**src/rtl/sum_pkg.sv**
```systemverilog
// Shared types and helpers for the bit-serial adder/subtractor.
// No logic; state encoding, mode constants and counter sizing only.
package sum_pkg;

  typedef enum logic {
    IDLE = 1'b0,
    RUN  = 1'b1
  } state_t;

  localparam logic MODE_ADD = 1'b0;
  localparam logic MODE_SUB = 1'b1;

  function automatic int cnt_w(input int width);
    return $clog2(width);
  endfunction

endpackage

```
**src/rtl/sum_serial_nb_if.sv**
```systemverilog
// Operand/result bundle between operand logic and the serial adder.
// Start is a level sampled only while the adder is idle; no backpressure beyond busy.
interface sum_serial_nb_if #(
  parameter int WIDTH = 8
);
  logic             start_i;
  logic             sub_i;
  logic [WIDTH-1:0] a_i;
  logic [WIDTH-1:0] b_i;
  logic             ci_i;
  logic             busy_o;
  logic             done_o;
  logic [WIDTH-1:0] s_o;
  logic             co_o;
  logic             ov_o;

  modport master (
    output start_i, sub_i, a_i, b_i, ci_i,
    input  busy_o, done_o, s_o, co_o, ov_o
  );

  modport slave (
    input  start_i, sub_i, a_i, b_i, ci_i,
    output busy_o, done_o, s_o, co_o, ov_o
  );
endinterface

```
**src/rtl/sum1b.sv**
```systemverilog
// One-bit full adder cell, purely combinational.
// Latency 0; no flow control.
module sum1b (
  input  logic a_i,
  input  logic b_i,
  input  logic ci_i,
  output logic s_o,
  output logic co_o
);
  assign s_o  = a_i ^ b_i ^ ci_i;
  assign co_o = (a_i & b_i) | (ci_i & (a_i ^ b_i));
endmodule

```
**src/rtl/sum_serial_nb.sv**
```systemverilog
// Bit-serial add/subtract using one full-adder cell, LSB first.
// Latency: done pulses the cycle after accept+WIDTH; start is ignored while busy.
module sum_serial_nb
  import sum_pkg::*;
#(
  parameter int WIDTH = 8
) (
  input logic             clk_i,
  input logic             rst_i,
  sum_serial_nb_if.slave  bus
);
  localparam int             CW   = cnt_w(WIDTH);
  localparam logic [CW-1:0]  LAST = CW'(WIDTH - 1);

  state_t           state_q, state_d;
  logic [WIDTH-1:0] op_a_q, op_b_q, sum_q, s_q;
  logic [WIDTH-1:0] sum_nxt;
  logic [CW-1:0]    cnt_q;
  logic             carry_q, mode_q, co_q, ov_q, done_q;
  logic             fa_s, fa_co;
  logic             accept, last_bit;

  sum1b u_fa (
    .a_i  (op_a_q[0]),
    .b_i  (op_b_q[0]),
    .ci_i (carry_q),
    .s_o  (fa_s),
    .co_o (fa_co)
  );

  always_comb begin
    state_d  = state_q;
    accept   = 1'b0;
    last_bit = 1'b0;
    sum_nxt  = {fa_s, sum_q[WIDTH-1:1]};
    case (state_q)
      IDLE: begin
        if (bus.start_i) begin
          accept  = 1'b1;
          state_d = RUN;
        end
      end
      RUN: begin
        last_bit = (cnt_q == LAST);
        if (last_bit) state_d = IDLE;
      end
      default: state_d = IDLE;
    endcase
  end

  always_ff @(posedge clk_i) begin
    if (rst_i) state_q <= IDLE;
    else       state_q <= state_d;
  end

  always_ff @(posedge clk_i) begin
    if (rst_i) begin
      op_a_q  <= '0;
      op_b_q  <= '0;
      sum_q   <= '0;
      s_q     <= '0;
      cnt_q   <= '0;
      carry_q <= 1'b0;
      mode_q  <= MODE_ADD;
      co_q    <= 1'b0;
      ov_q    <= 1'b0;
      done_q  <= 1'b0;
    end else begin
      done_q <= 1'b0;
      if (accept) begin
        // Subtraction is a + ~b + ~borrow_in; the borrow is recovered from carry-out.
        op_a_q  <= bus.a_i;
        op_b_q  <= (bus.sub_i == MODE_SUB) ? ~bus.b_i : bus.b_i;
        carry_q <= (bus.sub_i == MODE_SUB) ? ~bus.ci_i : bus.ci_i;
        mode_q  <= bus.sub_i;
        sum_q   <= '0;
        cnt_q   <= '0;
      end else if (state_q == RUN) begin
        op_a_q  <= op_a_q >> 1;
        op_b_q  <= op_b_q >> 1;
        carry_q <= fa_co;
        sum_q   <= sum_nxt;
        if (last_bit) begin
          // carry_q here is the carry into the MSB, so overflow is cin_msb ^ cout.
          s_q    <= sum_nxt;
          co_q   <= (mode_q == MODE_SUB) ? ~fa_co : fa_co;
          ov_q   <= carry_q ^ fa_co;
          done_q <= 1'b1;
        end else begin
          cnt_q <= cnt_q + CW'(1);
        end
      end
    end
  end

  assign bus.busy_o = (state_q == RUN);
  assign bus.done_o = done_q;
  assign bus.s_o    = s_q;
  assign bus.co_o   = co_q;
  assign bus.ov_o   = ov_q;

endmodule

```
**src/flat_wrapper.sv**
```systemverilog
// flat-port wrapper written by rule: the top's interface ports become plain ports
module sum_serial_nb_flat import sum_pkg::*;
#(
  parameter int WIDTH = 8
)
  (clk_i, rst_i, bus_start_i, bus_sub_i, bus_a_i, bus_b_i, bus_ci_i, bus_busy_o, bus_done_o, bus_s_o, bus_co_o, bus_ov_o);
  sum_serial_nb_if #(.WIDTH(WIDTH)) bus_i ();
  input logic clk_i;
  input logic rst_i;
  input wire logic [$bits(bus_i.start_i)-1:0] bus_start_i;
  input wire logic [$bits(bus_i.sub_i)-1:0] bus_sub_i;
  input wire logic [$bits(bus_i.a_i)-1:0] bus_a_i;
  input wire logic [$bits(bus_i.b_i)-1:0] bus_b_i;
  input wire logic [$bits(bus_i.ci_i)-1:0] bus_ci_i;
  output wire logic [$bits(bus_i.busy_o)-1:0] bus_busy_o;
  output wire logic [$bits(bus_i.done_o)-1:0] bus_done_o;
  output wire logic [$bits(bus_i.s_o)-1:0] bus_s_o;
  output wire logic [$bits(bus_i.co_o)-1:0] bus_co_o;
  output wire logic [$bits(bus_i.ov_o)-1:0] bus_ov_o;
  assign bus_i.start_i = bus_start_i;
  assign bus_i.sub_i = bus_sub_i;
  assign bus_i.a_i = bus_a_i;
  assign bus_i.b_i = bus_b_i;
  assign bus_i.ci_i = bus_ci_i;
  assign bus_busy_o = bus_i.busy_o;
  assign bus_done_o = bus_i.done_o;
  assign bus_s_o = bus_i.s_o;
  assign bus_co_o = bus_i.co_o;
  assign bus_ov_o = bus_i.ov_o;
  sum_serial_nb #(.WIDTH(WIDTH)) u_core (.clk_i(clk_i), .rst_i(rst_i), .bus(bus_i));
endmodule
```
**config.mk**
```make
export PLATFORM = sky130hd
export DESIGN_NAME = sum_serial_nb_flat
export DESIGN_NICKNAME = d
export VERILOG_FILES = /design/src/rtl/sum_pkg.sv /design/src/rtl/sum_serial_nb_if.sv /design/src/rtl/sum1b.sv /design/src/rtl/sum_serial_nb.sv /design/src/flat_wrapper.sv
export SDC_FILE = /design/constraint.sdc
export NUM_CORES = 1
export LEC_CHECK = 0
export CAP_MARGIN = 20
export CORE_MARGIN = 8
export CORE_UTILIZATION = 45
export DETAILED_ROUTE_END_ITERATION = 8
export GPL_ROUTABILITY_DRIVEN = 0
export PLACE_DENSITY_LB_ADDON = 0.15
export SLEW_MARGIN = 20
export SYNTH_ARGS = -nofsm -noshare
export SYNTH_HDL_FRONTEND = slang
export SYNTH_SLANG_ARGS = --single-unit
```
**constraint.sdc**
```tcl
create_clock -name clk_i -period 1.75 [get_ports clk_i]
set_input_delay 0.2625 -clock clk_i [delete_from_list [all_inputs] [get_ports clk_i]]
set_output_delay 0.2625 -clock clk_i [all_outputs]
set_load 0.005 [all_outputs]
```
-- After elaboration in Yosys (flattened, before gate mapping)
Index checks and enable logic that the tools add are counted.
W data, S select, Z words.
- register bits: 41
- bits of input ports: 21
- output and inout bits: 12
- word-level logic and storage cells: 45
- add/sub/neg operators: 1
- equality and inequality tests: 1
- multiplexer cells: 15
- bitwise operators: 12
- reductions and logical operators: 5
- operators with widths (kind ; number):
    $mux W8 ; 5
    $mux W1 ; 9
    $not A8 Y8 ; 1
    $not A1 Y1 ; 5
    $add A3 B1 Y3 const B ; 1
    $eq A3 B3 Y1 const B ; 1
    $reduce_and A3 Y1 ; 1
    $reduce_or A3 Y1 ; 1
    $xor A1 B1 Y1 ; 3
    $and A1 B1 Y1 ; 2
    $pmux W1 S2 ; 1
    $reduce_and A2 Y1 ; 1
    $reduce_bool A2 Y1 ; 1
    $reduce_or A2 Y1 ; 1
    $or A1 B1 Y1 ; 1

-- Depth between registers and ports, before layout
Gate-level depths: netlist of run 1.
- depth after elaboration: 5
- mapped depth: 6
- depth with buffers taken out: 5

-- By module
A second synthesis of run 1 with hierarchy kept.
- cell total of the unflattened synthesis: 190
- area, all modules: 1798.0 um2
- by module, submodules not included (module ; times used ; cells an instance ; area an instance (um2) ; seq. area each (um2)):
    sum_serial_nb ; 1 ; 189 ; 1778.0 ; 800.8
    sum1b ; 1 ; 1 ; 20.0 ; 0.0

-- Worst setup path before layout of run 1
Ideal clock, no wire load.
- path kind: register -> register
- from: register u_core.cnt_q[0]
- to: register u_core.cnt_q[1]
- setup time: 0.117 ns
- data arrival time: 1.178 ns
- required time: 1.633 ns
- setup slack: 0.455 ns
- stages on the path, launching flop included: 6
- buffers on the path: 0
- period minus slack after synthesis: 1.295 ns
- cells stage by stage: dfxtp_1 ha_1 ha_1 and2b_1 mux2i_1 nor2_1
- cells in the longest elaborated chain, start to end: 4
- elaborated cells on any way between the ends: 5
- those cells by class: 1 x add/sub; 1 x eq/ne; 1 x mux; 1 x bitwise; 1 x reduce/logical
- ends and longest elaborated chain (what ; line ; text):
    from (decl) ; sum_serial_nb.sv:18 ; logic [CW-1:0] cnt_q;
    from (signal assigned) ; sum_serial_nb.sv:90 ; cnt_q <= cnt_q + CW'(1);
    $eq A3 B3 Y1 ; sum_serial_nb.sv:44 ; last_bit = (cnt_q == LAST);
    $mux W1 ; sum_serial_nb.sv:36 ; case (state_q)
    $not A1 Y1 (no line) ; n/a ;
    $reduce_and A2 Y1 (no line) ; n/a ;
Parallel ways exist; a longest one is shown, timed or not.
A chain may end at the register's enable or synchronous reset.

-- Worst setup path in the final report of run 1
- from: register u_core.state_q, in the netlist u_core.bus.busy_o
- to: output port bus_busy_o
- RTL lines (what ; line ; text):
    from (decl) ; sum_serial_nb.sv:15 ; state_t state_q, state_d;
    from (signal assigned) ; sum_serial_nb.sv:53 ; else state_q <= state_d;
    to (decl) ; flat_wrapper.sv:15 ; output wire logic [$bits(bus_i.busy_o)-1:0] bus_busy_o;
No word-level cell between the ends.

==> results.json, run 1 <==
{
  "fin_skew_ns": 0.00527,
  "syn_area_sq_um": 1740,
  "yosysSeqAreaShare_pct": 46.1,
  "crit_path_start": "u_core.bus.busy_o$_SDFF_PP0_",
  "netlist_top_cells_count": "40 x dfxtp_1, 32 x nand2_1, 25 x nor2_1",
  "pre_cts_slack_ns": 0.191,
  "outcome": "completed",
  "grt_max_degree": 22,
  "vias": 1357,
  "hold_viol": 0,
  "grtUsageTotal_pct": 12.3,
  "drv_slew": 0,
  "multi_input_area_sq_um": 842,
  "rsz0062_at_grt": "false",
  "synthTopCellsByArea": "dfxtp_1 46%, mux2i_1 10%, nand2_1 6.9%",
  "cts.hold.buffers_added": 0,
  "place_hpwl_um": 2680,
  "routed_via_density": 4.99,
  "cp.arrival_ns": 1.28,
  "drtAntennaViolNets": 0,
  "cts_buffers": 5,
  "yosysWarnings": 0,
  "worst-path-buf-inv": 1,
  "cts_resized": 0,
  "pin_count": 33,
  "wirelength_um": 3610,
  "ff_latch_area_sq_um": 802,
  "synth_nets": 214,
  "wl_per_cell_um": 13.3,
  "coreArea_sq_um": 3690,
  "critPathCaptureType": "output port",
  "cp_slowest_cell": "clkdlybuf4s50_1",
  "yosysTopAreaCell": "dfxtp_1",
  "cpLargestDelayFamily": "buffers and inverters",
  "crit_path_cell_trace": "clkdlybuf4s50_1",
  "insertion_delay_ns": 0.29,
  "period_minus_slack_ns": 1.54,
  "die_height_um": 78.1,
  "cts_tree": "done",
  "p_per_area_nw_per_um2": 917,
  "initialDrtViolationCount": 79,
  "clk_pin_slew_ns": 0.07,
  "route.detailed.drc": 0,
  "slowest_delay_ns": 0.55,
  "grt_pass1_vias": 1399,
  "initial_core_util_pct": 47.1,
  "syn_inst": 190,
  "synthToLayoutAreaGrowth_pct": 28.0,
  "worstHoldStart": "u_core.op_b_q[6]$_SDFFE_PP0P_",
  "reg2reg_from": "u_core.cnt_q[0]$_SDFFE_PP0P_",
  "dr.pass1.iters": 4,
  "grt_pass1_wl_um": 6290,
  "syn_avg_cell_area_sq_um": 9.14,
  "max_cap_viol_count": 0,
  "leakage_nw": 0.848,
  "final_nets": 247,
  "fmax_mhz": 648,
  "synth_top_area_share_pct": 46.1,
  "ctsHtreeMaxLevel": 2,
  "crit_type": "reg2out",
  "grt-ovfl-total": 0,
  "async_flop_share_pct": 0,
  "cts_setup_buffers": 0,
  "io_buffers": 32,
  "finalSetupViolations": 0,
  "synth_top_flop_cell": "dfxtp_1",
  "start_kind": "flip-flop",
  "diodes": 0,
  "dieArea_sq_um": 6100,
  "rows": 22,
  "synth_edf_count": 0,
  "clock_path_buffers": 2,
  "ys_seq_elements": 40,
  "die_w_um": 78.1,
  "synth.most_common_cell": "dfxtp_1",
  "slew_headroom_pct": 70.8,
  "grt_antenna_before_repair": 0,
  "cp_max_fo": 9,
  "cts-root-buf": "clkbuf_8",
  "whs_ns": 0.454,
  "cts.sinks": 40,
  "drive_gt1_share_pct": 8.48,
  "worst_pin_slew_ns": 0.437,
  "fill_cells": 332,
  "hold_path_class": "reg2reg",
  "worst_slack_ns": 0.207,
  "yosysUniqueCellTypes": 21,
  "period_share_pct": 88.1,
  "worst_ir_drop_vdd_mv": 0.511,
  "crit_required_ns": 1.49,
  "finalSetupTns_ns": 0
}
power breakdown:
group | internal (mW) | switching [mW]
Sequential | 0.948 | 0.0270
Combinational | 0.145 | 0.113
Clock | 0.503 | 0.302
Total | 1.60 | 0.442
cell type report:
cell class | count | share of cell area [%]
Clock buffer | 7 | 4.33
Clock inverter | 1 | 1.35
Multi-Input combinational cell | 136 | 37.9
Sequential cell | 40 | 36.1
Tap cell | 48 | 2.70
Timing Repair Buffer | 40 | 17.7
placed cells by master (no fill, tap or decap), drive strengths merged:
| cell | count |
|---|---|
| dfxtp | 40 |
| a2111oi | 1 |
| a211oi | 2 |
| nor2 | 25 |
| a21oi | 16 |
| or2 | 1 |
| ha | 2 |
| o21ai | 7 |
| nand2 | 32 |
| fa | 1 |
| and2b | 1 |
| and2 | 1 |
| mux2i | 18 |
| nor3 | 1 |
| bufinv | 1 |
| clkbuf | 7 |
| buf | 8 |
| nor2b | 8 |
| clkdlybuf4s50 | 32 |
| a211o | 8 |
| xnor2 | 12 |
worst min-delay path, cell delays in order (launching register included):
cell and delay, ns:
dfxtp_1 0.31, nand2_1 0.05, a21oi_1 0.05
final timing paths:
path,slack (ns),to,cells past startpoint
worst max-delay path,0.21,bus_busy_o,1
worst min-delay path,0.45,u_core.op_b_q[5]$_SDFFE_PP0P_,2
worst max register to register,0.27,u_core.bus.ov_o$_SDFFE_PP0P_,5
worst min register to register,0.45,u_core.op_b_q[5]$_SDFFE_PP0P_,2
metrics by stage:
step                util (%)  std cells  cell area [sq um]  total power [mW]
finish                  60.3        272               2220              2.04
floorplan                  -        190               1740              1.17
global route            60.3        272               2220              2.12
detailed placement      56.8        264               2100              1.25
CTS                     60.2        272               2220              2.06
global placement        56.8        264               2100              1.24
cells by family (layout without fill, tap and decap cells):
kind of cell | Yosys count | in the layout | synth area share [%]
simple gates | 69 | 69 | 17.1
flops | 40 | 40 | 46.1
compound gates | 34 | 34 | 12.4
mux | 18 | 18 | 10.4
buf+inv | 14 | 48 | 5.40
xor+xnor | 12 | 12 | 6.05
fa+ha+maj | 3 | 3 | 2.59
sequential cells by signal (all words and copies together), names as in the netlist, 3 cells and up:
signal and cells:
u_core.op_b_q 8, u_core.op_a_q 8, u_core.cnt_q 3, u_core.bus.s_o 8
u_core.sum_q 7
routing by layer:
| layer | global-route usage [%] | routed length (um) |
|---|---|---|
| met1 | 13.5 | 1520 |
| met2 | 21.9 | 1860 |
| met3 | 4.78 | 205 |
| met4 | 2.78 | 21 |
| met5 | 0 | 0 |
Note: power is estimated with default switching activity, not from simulation.
==> inputs of run 2 (changes only) <==
--- a/config.mk
+++ b/config.mk
@@ -11,6 +11,7 @@
 export DETAILED_ROUTE_END_ITERATION = 8
 export GPL_ROUTABILITY_DRIVEN = 0
 export PLACE_DENSITY_LB_ADDON = 0.15
+export RECOVER_POWER = 100
 export SLEW_MARGIN = 20
 export SYNTH_ARGS = -nofsm -noshare
 export SYNTH_HDL_FRONTEND = slang
==> results.json, run 2 (synthesis results as in run 1) <==
{
  "outcome": "completed",
  "route.detailed.drc": 0,
  "start_kind": "input pin",
  "grt_pass1_vias": 1399,
  "layout_common_cells": "39 x dfxtp_1, 32 x nand2_1, 25 x nor2_1",
  "r2r_slack_ns": 0.28,
  "drv_slew": 0,
  "final_nets": 247,
  "wirelength_um": 3630,
  "clock_path_buffers": 2,
  "seqPwrFrac_pct": 48.1,
  "holdPathEnd": "u_core.op_b_q[5]$_SDFFE_PP0P_",
  "comb_power_share_pct": 12.2,
  "drive_gt1_share_pct": 7.14,
  "pin_count": 33,
  "cp.arrival_ns": 1.73,
  "cts.hold.buffers_added": 0,
  "final_common_cell": "dfxtp_1",
  "rsz0062_at_grt": "false",
  "initialDrtViolationCount": 78,
  "cts_tree": "done",
  "insertion_delay_ns": 0.28,
  "finalSetupViolations": 0,
  "internal-power_mw": 1.59,
  "dieArea_sq_um": 6100,
  "grt_antenna_before_repair": 0,
  "ctsHtreeMaxLevel": 2,
  "whs_ns": 0.455,
  "p_switching_mw": 0.439,
  "grtUsageTotal_pct": 12.3,
  "p_sw_share_pct": 21.7,
  "fin_skew_ns": 0.00524,
  "max_cap_viol_count": 0,
  "reg2reg_depth": 5,
  "crit_required_ns": 1.92,
  "worst_ir_drop_vdd_mv": 0.511,
  "hold_viol": 0,
  "reg2reg_from": "u_core.cnt_q[0]$_SDFFE_PP0P_",
  "clk_pin_slew_ns": 0.07,
  "p_per_area_nw_per_um2": 925,
  "cts_buffers": 5,
  "p_total_mw": 2.03,
  "cts.sinks": 40,
  "die_w_um": 78.1,
  "critPathCaptureType": "flip-flop",
  "leakage_nw": 0.872,
  "place_hpwl_um": 2680,
  "crit_type": "in2reg",
  "cp_max_fo": 21,
  "clkPwrFrac_pct": 39.7,
  "worst_pin_slew_ns": 0.525,
  "fin_util_pct": 59.4,
  "rr_endpoint": "u_core.bus.ov_o$_SDFFE_PP0P_",
  "grt_pass1_wl_um": 6290,
  "die_height_um": 78.1,
  "fmax_mhz": 643,
  "vias": 1352,
  "cts-root-buf": "clkbuf_8",
  "grt-ovfl-total": 0,
  "worstHoldStart": "u_core.op_b_q[6]$_SDFFE_PP0P_",
  "dr.pass1.iters": 4,
  "io_buffers": 32,
  "routed_via_density": 4.97,
  "whs_path_depth": 2,
  "diodes": 0,
  "slew_headroom_pct": 65.0,
  "hold_path_class": "reg2reg",
  "synthToLayoutAreaGrowth_pct": 26.2,
  "rows": 22,
  "grt_max_degree": 22,
  "coreArea_sq_um": 3690,
  "period_share_pct": 88.9,
  "period_minus_slack_ns": 1.56,
  "finalSetupTns_ns": 0,
  "initial_core_util_pct": 47.1,
  "drtAntennaViolNets": 0,
  "wl_per_cell_um": 13.4
}
[run 2: layout make-up]
| class | count | area, sq um |
|---|---|---|
| multi-input combinational | 136 | 828 |
| clock inverter | 1 | 30.0 |
| timing repair buffer | 40 | 374 |
| fill | 337 | 1500 |
| clock buffer | 7 | 96.3 |
| sequential | 40 | 802 |
| tap | 48 | 60.1 |
[run 2: what timing repair did]
| item | CTS | global route |
|---|---|---|
| setup endpoints to repair | 0 | 1 |
| buffers inserted | 0 | 0 |
| gates resized for setup | 0 | 1 |
[run 2: worst max path at each step]
stage | from | end
2_1_floorplan | u_core.cnt_q[0]$_SDFFE_PP0P_ | u_core.cnt_q[1]$_SDFFE_PP0P_
3_3_place_gp | bus_start_i | u_core.sum_q[3]$_SDFFE_PP0P_
3_5_place_dp | bus_start_i | u_core.sum_q[4]$_SDFFE_PP0P_
4_1_cts | u_core.bus.busy_o$_SDFF_PP0_ | bus_busy_o
5_1_grt | bus_start_i | u_core.op_b_q[7]$_SDFFE_PP0P_
6_report | bus_start_i | u_core.op_a_q[3]$_SDFFE_PP0P_
[run 2: through the flow]
stage | instances | instance area [sq um] | setup WS (ns)
floorplan | 190 | 1740 | 0.455
global placement | 264 | 2100 | 0.238
detailed placement | 264 | 2100 | 0.191
CTS | 272 | 2220 | 0.0286
global route | 272 | 2190 | 0.0760
finish | 272 | 2190 | 0.194
[run 2: worst max-delay path: stages]
cell           delay (ns)
dlygate4sd3_1        0.58
clkbuf_2             0.42
mux2i_1              0.24
o21ai_0              0.10
nor2b_1              0.13
[run 2: per-layer routing]
layer  vias to the layer above  global-route usage, %  part of all wire [%]
li1                        695                      -                     -
met1                       633                   13.5                    42
met5                         -                      0                     0
met4                         0                   2.78                  0.58
met2                        20                   21.9                    51
met3                         4                   4.78                   5.6
[run 2: power groups by stage]
stage / clock (mW) / combinational (mW) / sequential [mW]
final: 0.805 / 0.248 / 0.974
after global routing: 0.858 / 0.274 / 0.980
after CTS: 0.827 / 0.261 / 0.974
after detailed placement: 0 / 0.258 / 0.995
after global placement: 0 / 0.250 / 0.994
after floorplan: 0 / 0.182 / 0.985
==> inputs of run 3 (changes only) <==
--- a/config.mk
+++ b/config.mk
@@ -7,7 +7,7 @@
 export LEC_CHECK = 0
 export CAP_MARGIN = 20
 export CORE_MARGIN = 8
-export CORE_UTILIZATION = 45
+export CORE_UTILIZATION = 40
 export DETAILED_ROUTE_END_ITERATION = 8
 export GPL_ROUTABILITY_DRIVEN = 0
 export PLACE_DENSITY_LB_ADDON = 0.15
==> results.json, run 3 (synthesis results as in run 1) <==
{
  "cts_buffers": 5,
  "grt_antenna_before_repair": 0,
  "leakage_nw": 0.862,
  "crit_required_ns": 1.90,
  "diodes": 0,
  "coreArea_sq_um": 4260,
  "route.detailed.drc": 0,
  "io_buffers": 32,
  "p_total_mw": 1.84,
  "clock_path_buffers": 2,
  "period_minus_slack_ns": 1.59,
  "finalSetupTns_ns": 0,
  "drtAntennaViolNets": 0,
  "hold_path_class": "reg2reg",
  "critPathCaptureType": "flip-flop",
  "initial_core_util_pct": 40.7,
  "cp_slowest_cell": "dlygate4sd3_1",
  "hold_viol": 0,
  "max_cap_viol_count": 0,
  "grtUsageTotal_pct": 11.9,
  "reg2reg_from": "u_core.bus.busy_o$_SDFF_PP0_",
  "finalSetupViolations": 0,
  "worstHoldStart": "u_core.bus.s_o[5]$_SDFFE_PP0P_",
  "grt.busiest_layer": "met2",
  "die_height_um": 81.9,
  "initialDrtViolationCount": 51,
  "layout_common_cells": "40 x dfxtp_1, 32 x nand2_1, 25 x nor2_1",
  "final_common_cell": "dfxtp_1",
  "ctsHtreeMaxLevel": 2,
  "period_share_pct": 90.7,
  "grt_pass1_wl_um": 6130,
  "die_w_um": 81.9,
  "grt.met1_usage_pct": 13.3,
  "crit_path_cell_trace": "dlygate4sd3_1 > nor2b_1 > or2_0 > nor2_1",
  "vias": 1326,
  "fmax_mhz": 630,
  "crit_type": "in2reg",
  "cts_setup_buffers": 0,
  "p_per_area_nw_per_um2": 849,
  "cts.sinks": 40,
  "use_met2_pct": 19.7,
  "routed_via_density": 4.79,
  "dr.pass1.iters": 6,
  "final_nets": 248,
  "cts-root-buf": "clkbuf_8",
  "cts.hold.buffers_added": 0,
  "slowest_delay_ns": 0.60,
  "rsz0062_at_grt": "false",
  "worst_ir_drop_vdd_mv": 0.498,
  "synthToLayoutAreaGrowth_pct": 25.0,
  "worst_pin_slew_ns": 0.549,
  "dieArea_sq_um": 6710,
  "crit_path_start": "bus_start_i",
  "grt-ovfl-total": 0,
  "wl_per_cell_um": 13.1,
  "drive_gt1_share_pct": 7.11,
  "fin_skew_ns": 0.00573,
  "slew_headroom_pct": 63.4,
  "start_kind": "input pin",
  "grt_pass1_vias": 1339,
  "outcome": "completed",
  "drv_slew": 0,
  "clk_pin_slew_ns": 0.07,
  "place_hpwl_um": 2700,
  "use_met3_pct": 4.38,
  "cts_resized": 0,
  "cp.arrival_ns": 1.74,
  "cp_max_fo": 10,
  "grt_max_degree": 19,
  "wirelength_um": 3640,
  "cts_tree": "done",
  "pin_count": 33,
  "insertion_delay_ns": 0.29,
  "rows": 24
}
run 3: through the flow:
| stage | setup slack [ns] | util, % | area, sq um | hold slack (ns) | std cells |
|---|---|---|---|---|---|
| after floorplan | 0.455 | - | 1740 | 0.338 | 190 |
| after global placement | 0.221 | 49.1 | 2100 | 0.440 | 269 |
| after detailed placement | 0.179 | 49.1 | 2100 | 0.449 | 269 |
| after CTS | 0.249 | 51.3 | 2190 | 0.462 | 277 |
| after global routing | 0.0214 | 50.9 | 2170 | 0.474 | 277 |
| final | 0.162 | 50.9 | 2170 | 0.455 | 277 |
run 3: critical path, delay by kind of cell:
kind	cells	cell delay (ns)
simple gates	3	0.88
buf+inv	1	0.60
run 3: per-layer routing:
metal	part of all wire [%]	vias up
met3	5.6	5
met2	49	19
li1	-	697
met4	1.8	0
met5	0	-
met1	44	605
run 3: final timing paths:
check	end	slack [ns]	depth (start not counted)
worst max-delay path	u_core.cnt_q[2]$_SDFFE_PP0P_	0.16	4
worst min-delay path	u_core.bus.s_o[5]$_SDFFE_PP0P_	0.46	2
worst max register to register	u_core.cnt_q[2]$_SDFFE_PP0P_	0.23	4
worst min register to register	u_core.bus.s_o[5]$_SDFFE_PP0P_	0.46	2
run 3: area by class of cell:
type | instances | area (sq um)
fillers | 423 | 2090
multi-input cells | 136 | 835
flip-flops and latches | 40 | 801
repair buffers | 41 | 378
clock buffers | 6 | 82.6
well taps | 52 | 65.1
clock inverters | 2 | 10.0
run 3: report_power, final:
group	switching [mW]	internal, mW	leakage [nW]
Sequential	0.0241	0.947	0.326
Combinational	0.115	0.137	0.485
Clock	0.305	0.314	0.0510
